**src/rtl/ahb_lite_master.sv**
```systemverilog
// Pipelined AHB-Lite initiator fed by a valid/ready command stream.
// Address and data phases overlap; wait states and two-cycle ERROR handled.
module ahb_lite_master #(
    parameter int CNT_W = 16
) (
    input  logic             Hclk,
    input  logic             Hresetn,

    input  logic             cmd_valid,
    output logic             cmd_ready,
    input  logic             cmd_write,
    input  logic [31:0]      cmd_addr,
    input  logic [31:0]      cmd_wdata,

    output logic             rsp_valid,
    output logic             rsp_write,
    output logic [31:0]      rsp_rdata,
    output logic             rsp_err,

    output logic [1:0]       Htrans,
    output logic [31:0]      Haddr,
    output logic             Hwrite,
    output logic [31:0]      Hwdata,
    output logic             Hreadyin,
    input  logic             Hreadyout,
    input  logic             Hresp,
    input  logic [31:0]      Hrdata,

    output logic [CNT_W-1:0] xfer_cnt,
    output logic [CNT_W-1:0] err_cnt
);

    typedef enum logic {
        S_OKAY,
        S_ERR_HOLD
    } state_t;

    localparam logic [1:0] HTRANS_IDLE   = 2'b00;
    localparam logic [1:0] HTRANS_NONSEQ = 2'b10;

    state_t r_state;
    state_t w_state_nxt;

    // Address stage
    logic        r_a_valid;
    logic        r_a_write;
    logic [31:0] r_a_addr;
    logic [31:0] r_a_wdata;

    // Data stage
    logic        r_d_valid;
    logic        r_d_write;
    logic [31:0] r_d_wdata;

    logic             r_rsp_valid;
    logic             r_rsp_write;
    logic [31:0]      r_rsp_rdata;
    logic             r_rsp_err;
    logic [CNT_W-1:0] r_xfer_cnt;
    logic [CNT_W-1:0] r_err_cnt;

    logic w_adv;
    logic w_done;
    logic w_flush_d;
    logic w_drive_a;
    logic w_accept;

    always_ff @(posedge Hclk) begin
        if (!Hresetn) begin
            r_state <= S_OKAY;
        end else begin
            r_state <= w_state_nxt;
        end
    end

    always_comb begin
        w_state_nxt = r_state;
        w_adv       = 1'b0;
        w_flush_d   = 1'b0;
        w_drive_a   = 1'b0;
        w_done      = Hreadyout && r_d_valid;
        unique case (r_state)
            S_OKAY: begin
                w_adv     = Hreadyout;
                w_drive_a = r_a_valid;
                if (!Hreadyout && Hresp && r_d_valid) begin
                    w_state_nxt = S_ERR_HOLD;
                end
            end
            S_ERR_HOLD: begin
                // Second ERROR cycle: retire D, keep A parked for reissue.
                if (Hreadyout) begin
                    w_flush_d   = 1'b1;
                    w_state_nxt = S_OKAY;
                end
            end
        endcase
    end

    assign w_accept  = w_adv && cmd_valid;
    assign cmd_ready = Hresetn && w_adv;

    always_ff @(posedge Hclk) begin
        if (!Hresetn) begin
            r_a_valid <= 1'b0;
            r_a_write <= 1'b0;
            r_a_addr  <= '0;
            r_a_wdata <= '0;
            r_d_valid <= 1'b0;
            r_d_write <= 1'b0;
            r_d_wdata <= '0;
        end else if (w_adv) begin
            r_d_valid <= r_a_valid;
            if (r_a_valid) begin
                r_d_write <= r_a_write;
                r_d_wdata <= r_a_wdata;
            end
            if (w_accept) begin
                r_a_valid <= 1'b1;
                r_a_write <= cmd_write;
                r_a_addr  <= cmd_addr;
                r_a_wdata <= cmd_wdata;
            end else begin
                r_a_valid <= 1'b0;
            end
        end else if (w_flush_d) begin
            r_d_valid <= 1'b0;
        end
    end

    always_ff @(posedge Hclk) begin
        if (!Hresetn) begin
            r_rsp_valid <= 1'b0;
            r_rsp_write <= 1'b0;
            r_rsp_rdata <= '0;
            r_rsp_err   <= 1'b0;
        end else begin
            r_rsp_valid <= w_done;
            if (w_done) begin
                r_rsp_write <= r_d_write;
                r_rsp_rdata <= r_d_write ? 32'h0 : Hrdata;
                r_rsp_err   <= Hresp;
            end
        end
    end

    always_ff @(posedge Hclk) begin
        if (!Hresetn) begin
            r_xfer_cnt <= '0;
            r_err_cnt  <= '0;
        end else if (w_done) begin
            r_xfer_cnt <= r_xfer_cnt + CNT_W'(1);
            if (Hresp) begin
                r_err_cnt <= r_err_cnt + CNT_W'(1);
            end
        end
    end

    assign Htrans    = w_drive_a ? HTRANS_NONSEQ : HTRANS_IDLE;
    assign Haddr     = r_a_addr;
    assign Hwrite    = r_a_write;
    assign Hwdata    = r_d_wdata;
    assign Hreadyin  = Hreadyout;

    assign rsp_valid = r_rsp_valid;
    assign rsp_write = r_rsp_write;
    assign rsp_rdata = r_rsp_rdata;
    assign rsp_err   = r_rsp_err;
    assign xfer_cnt  = r_xfer_cnt;
    assign err_cnt   = r_err_cnt;

endmodule

```
**config.mk**
```make
export PLATFORM = sky130hd
export DESIGN_NAME = ahb_lite_master
export DESIGN_NICKNAME = d
export VERILOG_FILES = /design/src/rtl/ahb_lite_master.sv
export SDC_FILE = /design/constraint.sdc
export NUM_CORES = 1
export LEC_CHECK = 0
export ABC_AREA = 0
export CAP_MARGIN = 20
export CORE_UTILIZATION = 45
export CTS_BUF_LIST = sky130_fd_sc_hd__clkbuf_8
export CTS_CLUSTER_DIAMETER = 100
export DETAILED_ROUTE_END_ITERATION = 8
export PLACE_DENSITY = 0.82
export SETUP_SLACK_MARGIN = 0.4
export SLEW_MARGIN = 30
export SYNTH_ARGS = -nofsm -noshare
export SYNTH_HDL_FRONTEND = slang
export SYNTH_SLANG_ARGS = --single-unit
```
**constraint.sdc**
```tcl
create_clock -name Hclk -period 4.8 [get_ports Hclk]
set_clock_uncertainty 0.2 [all_clocks]
set_input_delay 0.96 -clock Hclk [delete_from_list [all_inputs] [get_ports Hclk]]
set_output_delay 0.96 -clock Hclk [all_outputs]
set_load 0.005 [all_outputs]
```
# Word level (Yosys, flattened, before mapping)
# Cells that the tools add are included.
[word_totals]
register_bits = 168
latch_bits = 0
ram_bits = 0
romBits = 0
input_bits = 102
elab_cells = 39
memories = 0
[classes]
addsub = 2
n_mul = 0
div = 0
n_lt_le_gt_ge = 0
n_eq_ne = 0
n_shift = 0
n_mux = 12
bitwise = 1
reduce_logical = 10
[op_table]
columns = ["operator", "n"]
rows = [
  ["adder 16 x 1 -> 16 bit (second input constant)", 2],
  ["2-to-1 mux 32 bit", 1],
  ["2-to-1 mux 1 bit", 9],
  ["AND reduction 2 bit", 3],
  ["logical AND 1 bit", 5],
  ["2-to-1 mux 2 bit", 1],
  ["one-hot mux 1 bit (2 select lines)", 1],
  ["nonzero test 2 bit", 1],
  ["logical NOT 1 bit", 1],
  ["NOT 1 bit", 1],
]

# Logic depth before layout (Yosys ltp)
# Gate-level depths: netlist (run 1).
[logic_depth]
depth_word = 5
ltp_mapped = 6

# Worst setup path before layout (run 1)
# No wires, ideal clock.
[synth_timing]
path_type = "input to output"
start = "in Hresetn"
end = "out cmd_ready"
arrival_ns = 1.441
path_slack_ns = 2.199
stages = 3
n_path_buf = 1
path_cell_list = "clkinv_1 clkbuf_1 nor3_1"
[synth_via]
elab_chain_len = 1
[synth_lines]
columns = ["element", "line_no", "source"]
rows = [
  ["from (decl)", "7", "input logic Hresetn,"],
  ["logical AND 1 bit", "101", "assign cmd_ready = Hresetn && w_adv;"],
  ["to (decl)", "10", "output logic cmd_ready,"],
]
# Every way passes these cells.

# Final worst setup path (run 1)
# Ends and elaborated chain as after synthesis.

==> results of run 1 <==
==> layer usage <==
metal | up-vias | track usage, % | routed length [um]
met5 | - | 0 | 0
met4 | 0 | 8.91 | 296
met3 | 25 | 9.03 | 1410
met2 | 190 | 38.3 | 7840
met1 | 2729 | 27.4 | 7040
li1 | 2946 | - | -
==> cells by family after synthesis <==
kind of cell	after synthesis
buf+inv	60
fa+ha+maj	2
compound gates	149
mux	2
flops	168
xor+xnor	23
other cells	1
simple gates	360
==> report_power, final <==
part | switching (uW) | internal, uW
Clock | 544 | 491
Combinational | 97.4 | 133
Sequential | 16.6 | 1420
Total | 658 | 2050
==> sequential cells by signal, indices dropped and copies added, names as in the netlist <==
name	count
Haddr	32
Hwdata	32
Hwrite	1
err_cnt	16
r_a_valid	1
r_a_wdata	32
r_d_valid	1
r_d_write	1
r_state	1
rsp_err	1
rsp_rdata	32
rsp_valid	1
rsp_write	1
xfer_cnt	16
==> Yosys cell counts (3+ instances only) <==
cell        n  area [sq um]
nand2_1   215           807
dfxtp_1   168          3360
a21oi_1   142           711
nor2_1     58           218
clkbuf_1   34           128
nor3b_1    33           248
nand4_1    13          81.3
buf_2      12          60.1
xor2_1     12           105
xnor2_1    11          96.3
nand3_1     9          45.0
buf_1       7          26.3
nor3_1      7          35.0
and4_1      6          52.6
o21ai_0     5          25.0
or3_1       4          25.0
and2_1      3          18.8
buf_4       3          22.5
nor4_1      3          18.8
==> worst max-delay path, stage by stage <==
cell and delay (ns):
clkdlybuf4s50_1 0.54, inv_4 0.23, nor3_1 0.23, clkdlybuf4s50_1 0.56
==> metrics by stage <==
stage | hold slack [ns] | utilization (%) | setup WS [ns] | power [uW] | area, sq um
after detailed placement | 0.241 | 64.8 | 1.09 | 1700 | 8690
after global routing | 0.265 | 67.9 | 0.972 | 2820 | 9100
after CTS | 0.244 | 67.9 | 1.07 | 2740 | 9100
after global placement | 0.237 | 64.8 | 1.11 | 1700 | 8690
final | 0.241 | 67.9 | 1.09 | 2710 | 9100
after floorplan | 0.232 | - | 2.20 | 1560 | 6260
==> path summary, 6_finish.rpt <==
kind	startpoint	end	slack (ns)	cells after the start
worst min-delay path	r_a_wdata[4]$_SDFFE_PN0P_	Hwdata[4]$_SDFFE_PN0P_	0.24	2
worst min register to register	r_a_wdata[4]$_SDFFE_PN0P_	Hwdata[4]$_SDFFE_PN0P_	0.24	2
worst max register to register	r_d_valid$_SDFFE_PN0P_	rsp_rdata[8]$_SDFFE_PN0P_	2.73	5
worst max-delay path	Hresetn	cmd_ready	1.09	4
==> final cells by class <==
type,count,share of cell area (%)
clock buffers,18,2.72
clock inverters,14,1.79
inverters,3,0.151
multi-input cells,537,29.1
flip-flops and latches,168,37.0
well taps,176,2.42
repair buffers,245,26.9
==> summary.md, run 1 <==
| Metric | Value |
|---|---|
| GRT Util Overall | 23.3% |
| Commonest non-fill, non-tap cells in the layout | clkdlybuf4s50_1 (236), nand2_1 (214), dfxtp_1 (168), a21oi_1 (142), nor2_1 (58) |
| Pwr dens | 297 nW/um^2 |
| WL per Instance | ~14 um |
| Setup crit end kind | output pin |
| First-pass GRT wire length | ~27000 um |
| Final Setup Violations | 0 |
| Post-layout minimum cycle time | 3.71 ns |
| Clock Tree Buf Depth | 2 |
| N_diodes | 0 |
| Synth Register Bits | about 170 |
| Vias/cell | approximately 5.1 |
| Cts hold-fix bufs | 0 |
| Register cell area after layout | roughly 3400 sq um |
| Non-filler cells, final | about 1200 |
| Initial DRC Count | slightly below 400 |
| Rows | 42 |
| CTS H-tree lvls | 4 |
| Routed vias | a little under 6000 |
| Post-synth net total | approximately 870 |
| WP data required | about 3.6 ns |
| Post-Synth Simple-Gate Area | roughly a quarter |
| Post-CTS Setup Repair Bufs | 0 |
| Nets | around 1100 |
| Post-synth EDFFs | 0 |
| Max VDD drop | roughly 0.25 mV |
| Area of the multi-input gates | 2650 sq um |
| Part of the Yosys area used for sequential elements | between 50 and 60% |
| Synth Area in XOR/XNOR | about 3.2% |
| Placed cells | roughly 1100 |
| Drt first pass iters | 5 |
| Startpoint class of the critical path | input pin |
| # DRC | 0 |
| CTS Buf Count | 17 |
| Largest family of logic cells by synthesized area | simple AND/OR/NAND/NOR gates |
| Share of cells above drive strength 1 | between 4 and 5% |
| Ports | 238 |
| Synth cell types | 36 |
| Worst slew margin | ~43% |
| CTS root buf | clkbuf_8 |
| HP Class | register to register |
| Status | completed |
| Mux share of post-synthesis cell area | less than 1% |
| WS Path Type | input pin to output pin |
| Most common cell after layout, fill and taps aside | clkdlybuf4s50_1 |
| Number of routed nets with antenna violations | 0 |
| F_max | 0.269 GHz |
| Mapped Area | 6260 sq um |
| Die W | between 100 and 150 um |
| Yosys Warn Count | 0 |
| Vias in the first global route | between 5000 and 6000 |
| Predominant post-synthesis flop cell | dfxtp_1 |
| Post-synthesis cell count | between 700 and 800 |
| MaxCap Viol Count | 0 |
| Fin crit share | between 70% and 80% |
| Fillcell total | 1120 |
| Clock transition at path regs | ~0.090 ns |
| Core outline area | roughly 13000 sq um |
| Critical-path maximum fanout | about 60 |
| Total Wirelength | ~17000 um |
| Slew Limit Fails | 0 |
| Unrepaired setup endpoints after global routing | no |
| Synth async-reset ratio | 0% |
| WP data arrival | around 2.6 ns |
| Largest net degree at the start of global routing | 67 |
| Gpl congestion | roughly 0.83 |
| Post-synthesis adder-cell area fraction | less than 1% |
| TNS Setup | 0 ns |
| Worst-Margin Slew | ~0.86 ns |
| Die area | between 10000 and 15000 sq um |
| Gr ovfl total | 0 |
| Initial antenna violation count | 0 |
| Pleak | between 0.003 and 0.004 uW |
| Dpl hpwl | 11100 um |
| Synth Area in Compound Gates | around 12% |
| IO buf count | 236 |
| Die Span Y | roughly 120 um |
| CTS Sinks | 168 |
| Post-cts repair resize count | 0 |
| Avg Synthesized Cell Area | approximately 8.2 sq um |
| TritonCTS clock tree | yes |
| Initial Util | a little under half |
| Area grow syn2layout | 45.3% |
| Final Hold Viols | 0 |
| Worst skew pair latency | 0.46 ns |
Power figures use the tool's default switching activity.
==> inputs of run 2 (changes only) <==
==> constraint.sdc (replaced) <==
create_clock -name Hclk -period 3.89 [get_ports Hclk]
set_clock_uncertainty 0.2 [all_clocks]
set_input_delay 0.778 -clock Hclk [delete_from_list [all_inputs] [get_ports Hclk]]
set_output_delay 0.778 -clock Hclk [all_outputs]
set_load 0.005 [all_outputs]
==> run 2 against run 1 <==
Net effect:
- final area increased by 0.43%
- via count decreased by 0.92%
- clock-buffer cell count increased by 1
- sequential share of layout area decreased by 0.16 points
- combinational power increased by 24%
- sequential cell count unchanged
- wire length increased by 1.5%
- final cell count about the same
- sequential power increased by 24%
- clock power increased by 31%
- critical endpoint unchanged
- largest power group unchanged
==> summary.md, run 2 (same netlist as run 1, synthesis figures left out) <==
| Metric | Value |
|---|---|
| Commonest non-fill, non-tap cells in the layout | clkdlybuf4s50_1 (236), nand2_1 (214), dfxtp_1 (168), a21oi_1 (142), nor2_1 (58) |
| Gr ovfl total | 0 (unchanged) |
| Layer with the highest usage | met2 |
| # DRC | 0 (unchanged) |
| DP Area | 8700 sq um (+0.14%) |
| WS Path Type | input pin to output pin |
| IO buf count | 236 (unchanged) |
| Final Hold Viols | 0 (unchanged) |
| Die area | 14400 sq um (unchanged) |
| MaxCap Viol Count | 0 (unchanged) |
| TNS Setup | 0 ns (unchanged) |
| Sequential fraction of design power | 52.1% (-1.1 points) |
| Drt first pass iters | 4 (-1) |
| HP Class | register to register |
| Cts hold-fix bufs | 0 (unchanged) |
| Place WS | 0.730 ns (-0.358 ns) |
| Number of routed nets with antenna violations | 0 (unchanged) |
| Initial antenna violation count | 0 (unchanged) |
| Met1 Track Usage GR | 26.7% (-0.63 points) |
| CTS root buf | clkbuf_8 |
| Final worst slack | 0.758 ns (-0.329 ns) |
| Critical-path maximum fanout | 4 (-93%) |
| Unrepaired setup endpoints after global routing | no |
| Clock share of power | 39.6% (+1.4 points) |
| Routed vias | 5836 (-0.92%) |
| Fillcell total | 1135 (+1.3%) |
| Die W | 120 um (unchanged) |
| CTS Sinks | 168 (unchanged) |
| Fin util | 68.2% (+0.29 points) |
| TritonCTS clock tree | yes |
| WP data required | 2.91 ns (-0.73 ns) |
| Worst slew margin | 45.3% (+2.7 points) |
| Post-layout minimum cycle time | around 3.1 ns |
| Initial DRC Count | 410 (+3.3%) |
| Setup crit end kind | output pin |
| Status | completed |
| Area grow syn2layout | 45.9% |
| Logic pwr share | 8.4% (about the same) |
| Fin crit share | 80.5% |
| Clock Tree Buf Depth | 2 (unchanged) |
| Max VDD drop | 0.354 mV (+43%) |
| Met3 usage in global routing | 9.03% (unchanged) |
| Worst-Margin Slew | 0.821 ns (-0.0366 ns) |
| Met2 Use GR | 39.7% (+1.4 points) |
| Cell internal pwr | 2650 uW (+30%) |
| Post-CTS Setup Repair Bufs | 0 (unchanged) |
| N_diodes | 0 (unchanged) |
| Clock transition at path regs | 0.08 ns (about the same) |
| Post-cts repair resize count | 0 (unchanged) |
| Register cell area after layout | 3360 sq um (unchanged) |
| CTS H-tree lvls | 4 (unchanged) |
| Gpl congestion | 0.811 (-2.7%) |
| Die Span Y | 120 um (unchanged) |
| WL per Instance | 14.5 um (+1.6%) |
| Final instance area | 9140 sq um (+0.43%) |
| GRT Util Overall | 23.4% (+0.10 points) |
| Dpl hpwl | 10800 um (-2.0%) |
| Startpoint class of the critical path | input pin |
| Rows | 42 (unchanged) |
| P_sw | 761 uW (+16%) |
| Area of the multi-input gates | 2650 sq um (unchanged) |
| Nets | 1076 (unchanged) |
| Vias in the first global route | 5591 (+1.2%) |
| Share of cells above drive strength 1 | 4.78% (-0.20 points) |
| Worst skew pair latency | 0.44 ns (-0.02 ns) |
| F_max | 0.319 GHz |
| Final Setup Violations | 0 (unchanged) |
| Tot Pwr | 3410 uW (+26%) |
| Ports | 238 (unchanged) |
| Largest net degree at the start of global routing | 168 (+150%) |
| Core outline area | 13400 sq um (unchanged) |
| Vias/cell | 5.03 (-0.83%) |
| Pleak | 0.00318 uW (+0.60%) |
| Switching part of the total | 22.3% (-2.0 points) |
| Most common cell after layout, fill and taps aside | clkdlybuf4s50_1 |
| Slew Limit Fails | 0 (unchanged) |
| First-pass GRT wire length | 26600 um (+0.28%) |
| Initial Util | 46.7% (unchanged) |
| CTS Buf Count | 17 (unchanged) |
| Total Wirelength | 16800 um (+1.5%) |
| Pwr dens | 374 nW/um^2 (+26%) |
| WP data arrival | 2.15 ns (-0.40 ns) |
==> run 2: cell types whose count changed in the layout (fill, tap and decap cells not counted), sizes merged <==
cell	delta
clkinvlp	+1
bufinv	+2
inv	-5
clkbuf	+1
==> run 2: area by class of cell <==
type | count | share of cell area (%)
flip-flops and latches | 168 | 36.8
multi-input cells | 537 | 29.0
repair buffers | 245 | 26.9
clock buffers | 19 | 2.86
well taps | 176 | 2.41
clock inverters | 12 | 1.92
inverters | 3 | 0.151
==> run 2: metal layers <==
layer | vias up | wire length (um) | part of all wire, %
li1 | 2931 | - | -
met1 | 2692 | 6900 | 41
met2 | 196 | 8150 | 48
met3 | 17 | 1470 | 8.7
met4 | 0 | 306 | 1.8
met5 | - | 0 | 0
==> run 2: metrics by stage <==
| step | hold slack [ns] | instances |
|---|---|---|
| CTS | 0.254 | 1160 |
| global route | 0.265 | 1160 |
| detailed placement | 0.242 | 1129 |
| finish | 0.254 | 1160 |
| floorplan | 0.232 | 765 |
| global placement | 0.237 | 1129 |
==> run 2: path summary, 6_finish.rpt <==
kind                                                 start                       end  cells after the start  slack (ns)
worst max register to register      r_d_valid$_SDFFE_PN0P_  err_cnt[15]$_SDFFE_PN0P_                      4        1.79
worst min register to register  r_a_wdata[29]$_SDFFE_PN0P_   Hwdata[29]$_SDFFE_PN0P_                      2        0.25
worst max-delay path                             Hreadyout                 cmd_ready                      4        0.76
worst min-delay path            r_a_wdata[29]$_SDFFE_PN0P_   Hwdata[29]$_SDFFE_PN0P_                      2        0.25
==> run 2: critical path: stages <==
cell and delay (ns):
clkdlybuf4s50_1 0.51, inv_1 0.10, nor3_1 0.20, clkdlybuf4s50_1 0.56
==> run 2: power by group through the flow <==
stage	Clock (uW)	Sequential, uW	Combinational, uW
finish	1350	1780	286
global route	1450	1780	311
CTS	1380	1780	288
detailed placement	0	1820	285
global placement	0	1820	282
floorplan	0	1820	107
==> inputs of run 3 (changes only) <==
==> constraint.sdc (replaced) <==
create_clock -name Hclk -period 2.98 [get_ports Hclk]
set_clock_uncertainty 0.2 [all_clocks]
set_input_delay 0.596 -clock Hclk [delete_from_list [all_inputs] [get_ports Hclk]]
set_output_delay 0.596 -clock Hclk [all_outputs]
set_load 0.005 [all_outputs]
==> run 3 against run 2 <==
Net effect:
- power grew 29%
- worst setup slack lost 0.29 ns
- via count is essentially flat
- sequential power grew 30%
- final area grew 0.37%
- die area is the same
- global-route usage shrank 0.22 points
- largest cell class unchanged
==> summary.md, run 3 (same netlist as run 1, synthesis figures left out) <==
| Metric | Value |
|---|---|
| Status | completed |
| Nets | 1080 (+0.37%) |
| Area of the multi-input gates | 2650 sq um (+0.19%) |
| CTS H-tree lvls | 4 (unchanged) |
| Clock transition at path regs | 0.09 ns (about the same) |
| Largest net degree at the start of global routing | 168 (unchanged) |
| Area grow syn2layout | 46.4% |
| WL per Instance | 14.2 um (-2.3%) |
| Dpl hpwl | 10800 um (+0.11%) |
| Commonest non-fill, non-tap cells in the layout | clkdlybuf4s50_1 (235), nand2_1 (214), dfxtp_1 (168), a21oi_1 (142), nor2_1 (58) |
| Unrepaired setup endpoints after global routing | no |
| Initial Util | 46.7% (unchanged) |
| Fillcell total | 1112 (-2.0%) |
| Total Wirelength | 16500 um (-1.9%) |
| Post-layout minimum cycle time | between 2 and 3 ns |
| Max VDD drop | 0.247 mV (-30%) |
| Die Span Y | 120 um (unchanged) |
| CTS root buf | clkbuf_8 |
| Gpl congestion | 0.788 (-2.8%) |
| Placed cells | 1132 (+0.27%) |
| HP Class | register to register |
| Clock Tree Buf Depth | 2 (unchanged) |
| TNS Setup | 0 ns (unchanged) |
| Most common cell after layout, fill and taps aside | clkdlybuf4s50_1 |
| Initial DRC Count | 336 (-18%) |
| IO buf count | 236 (unchanged) |
| Cts hold-fix bufs | 0 (unchanged) |
| Share of cells above drive strength 1 | 5.46% (+0.68 points) |
| Number of routed nets with antenna violations | 0 (unchanged) |
| Worst-Margin Slew | 0.746 ns (-0.0750 ns) |
| Die area | 14400 sq um (unchanged) |
| CTS Sinks | 168 (unchanged) |
| N_diodes | 0 (unchanged) |
| TritonCTS clock tree | yes |
| # DRC | 0 (unchanged) |
| Pleak | 0.00319 uW (+0.56%) |
| Gr ovfl total | 0 (unchanged) |
| WP data required | 2.18 ns (-0.73 ns) |
| Ports | 238 (unchanged) |
| Critical-path maximum fanout | 2 (-2) |
| Fin crit share | a little over four fifths |
| WS Path Type | input pin to output pin |
| Final Setup Violations | 0 (unchanged) |
| F_max | approximately 0.40 GHz |
| Pwr dens | 479 nW/um^2 (+28%) |
| Drt first pass iters | 4 (unchanged) |
| Initial antenna violation count | 0 (unchanged) |
| Register cell area after layout | 3360 sq um (unchanged) |
| First-pass GRT wire length | 26600 um (about the same) |
| Non-filler cells, final | 1165 (+0.43%) |
| Final Hold Viols | 0 (unchanged) |
| GRT Util Overall | 23.2% (-0.22 points) |
| Worst slew margin | 50.3% (+5.0 points) |
| Vias/cell | 5.01 (-0.36%) |
| Slew Limit Fails | 0 (unchanged) |
| Startpoint class of the critical path | input pin |
| Worst skew pair latency | 0.44 ns (about the same) |
| MaxCap Viol Count | 0 (unchanged) |
| WP data arrival | 1.72 ns (-0.43 ns) |
| Setup crit end kind | output pin |
| Core outline area | 13400 sq um (unchanged) |
| Rows | 42 (unchanged) |
| CTS Buf Count | 17 (unchanged) |
| Routed vias | 5840 (+0.069%) |
| Die W | 120 um (unchanged) |
| Vias in the first global route | 5536 (-0.98%) |
run 3: worst paths after layout:
kind                                    from                   endpoint  slack [ns]  cells after the start
setup / recovery                   Hreadyout                  cmd_ready        0.47                      4
hold / removal    r_a_wdata[17]$_SDFFE_PN0P_    Hwdata[17]$_SDFFE_PN0P_        0.25                      2
setup reg to reg      r_d_valid$_SDFFE_PN0P_  xfer_cnt[13]$_SDFFE_PN0P_        1.07                      4
hold reg to reg   r_a_wdata[17]$_SDFFE_PN0P_    Hwdata[17]$_SDFFE_PN0P_        0.25                      2
run 3: layout make-up:
| class | count | share of cell area (%) |
|---|---|---|
| sequential | 168 | 36.7 |
| clock buffer | 18 | 2.70 |
| tap | 176 | 2.40 |
| inverter | 3 | 0.150 |
| clock inverter | 14 | 1.88 |
| multi-input combinational | 537 | 28.9 |
| timing repair buffer | 249 | 27.3 |
run 3: routing by layer:
layer / share of wire [%] / wire (um) / vias up / global-route usage, %
met2: 47 / 7840 / 200 / 38.7
met5: 0 / 0 / - / 0
met4: 2.5 / 414 / 0 / 10.0
met3: 9.2 / 1510 / 31 / 7.98
met1: 41 / 6740 / 2662 / 26.9
li1: - / - / 2947 / -
run 3: report_power, final:
group | switching [uW] | internal [uW]
Combinational | 157 | 220
Sequential | 27.3 | 2290
Clock | 834 | 857
run 3: through the flow:
| stage | hold slack [ns] | util [%] | area, sq um | power [uW] | setup slack [ns] |
|---|---|---|---|---|---|
| detailed placement | 0.243 | 65.2 | 8730 | 2750 | 0.0844 |
| global placement | 0.236 | 65.2 | 8730 | 2740 | 0.120 |
| CTS | 0.250 | 68.4 | 9160 | 4430 | 0.414 |
| global route | 0.272 | 68.4 | 9170 | 4590 | 0.408 |
| floorplan | 0.232 | - | 6260 | 2510 | 1.08 |
| finish | 0.248 | 68.4 | 9170 | 4390 | 0.469 |
run 3: critical path, stage by stage:
cell             delay [ns]
clkdlybuf4s50_1        0.50
inv_1                  0.07
nor3_2                 0.25
dlygate4sd2_1          0.30
run 3: repair_timing:
item                                    4_1_cts  5_1_grt
buffers inserted                              0        1
gates resized for setup                       3        0
endpoints found under the setup margin        2        1
hold endpoints to repair                      0        0
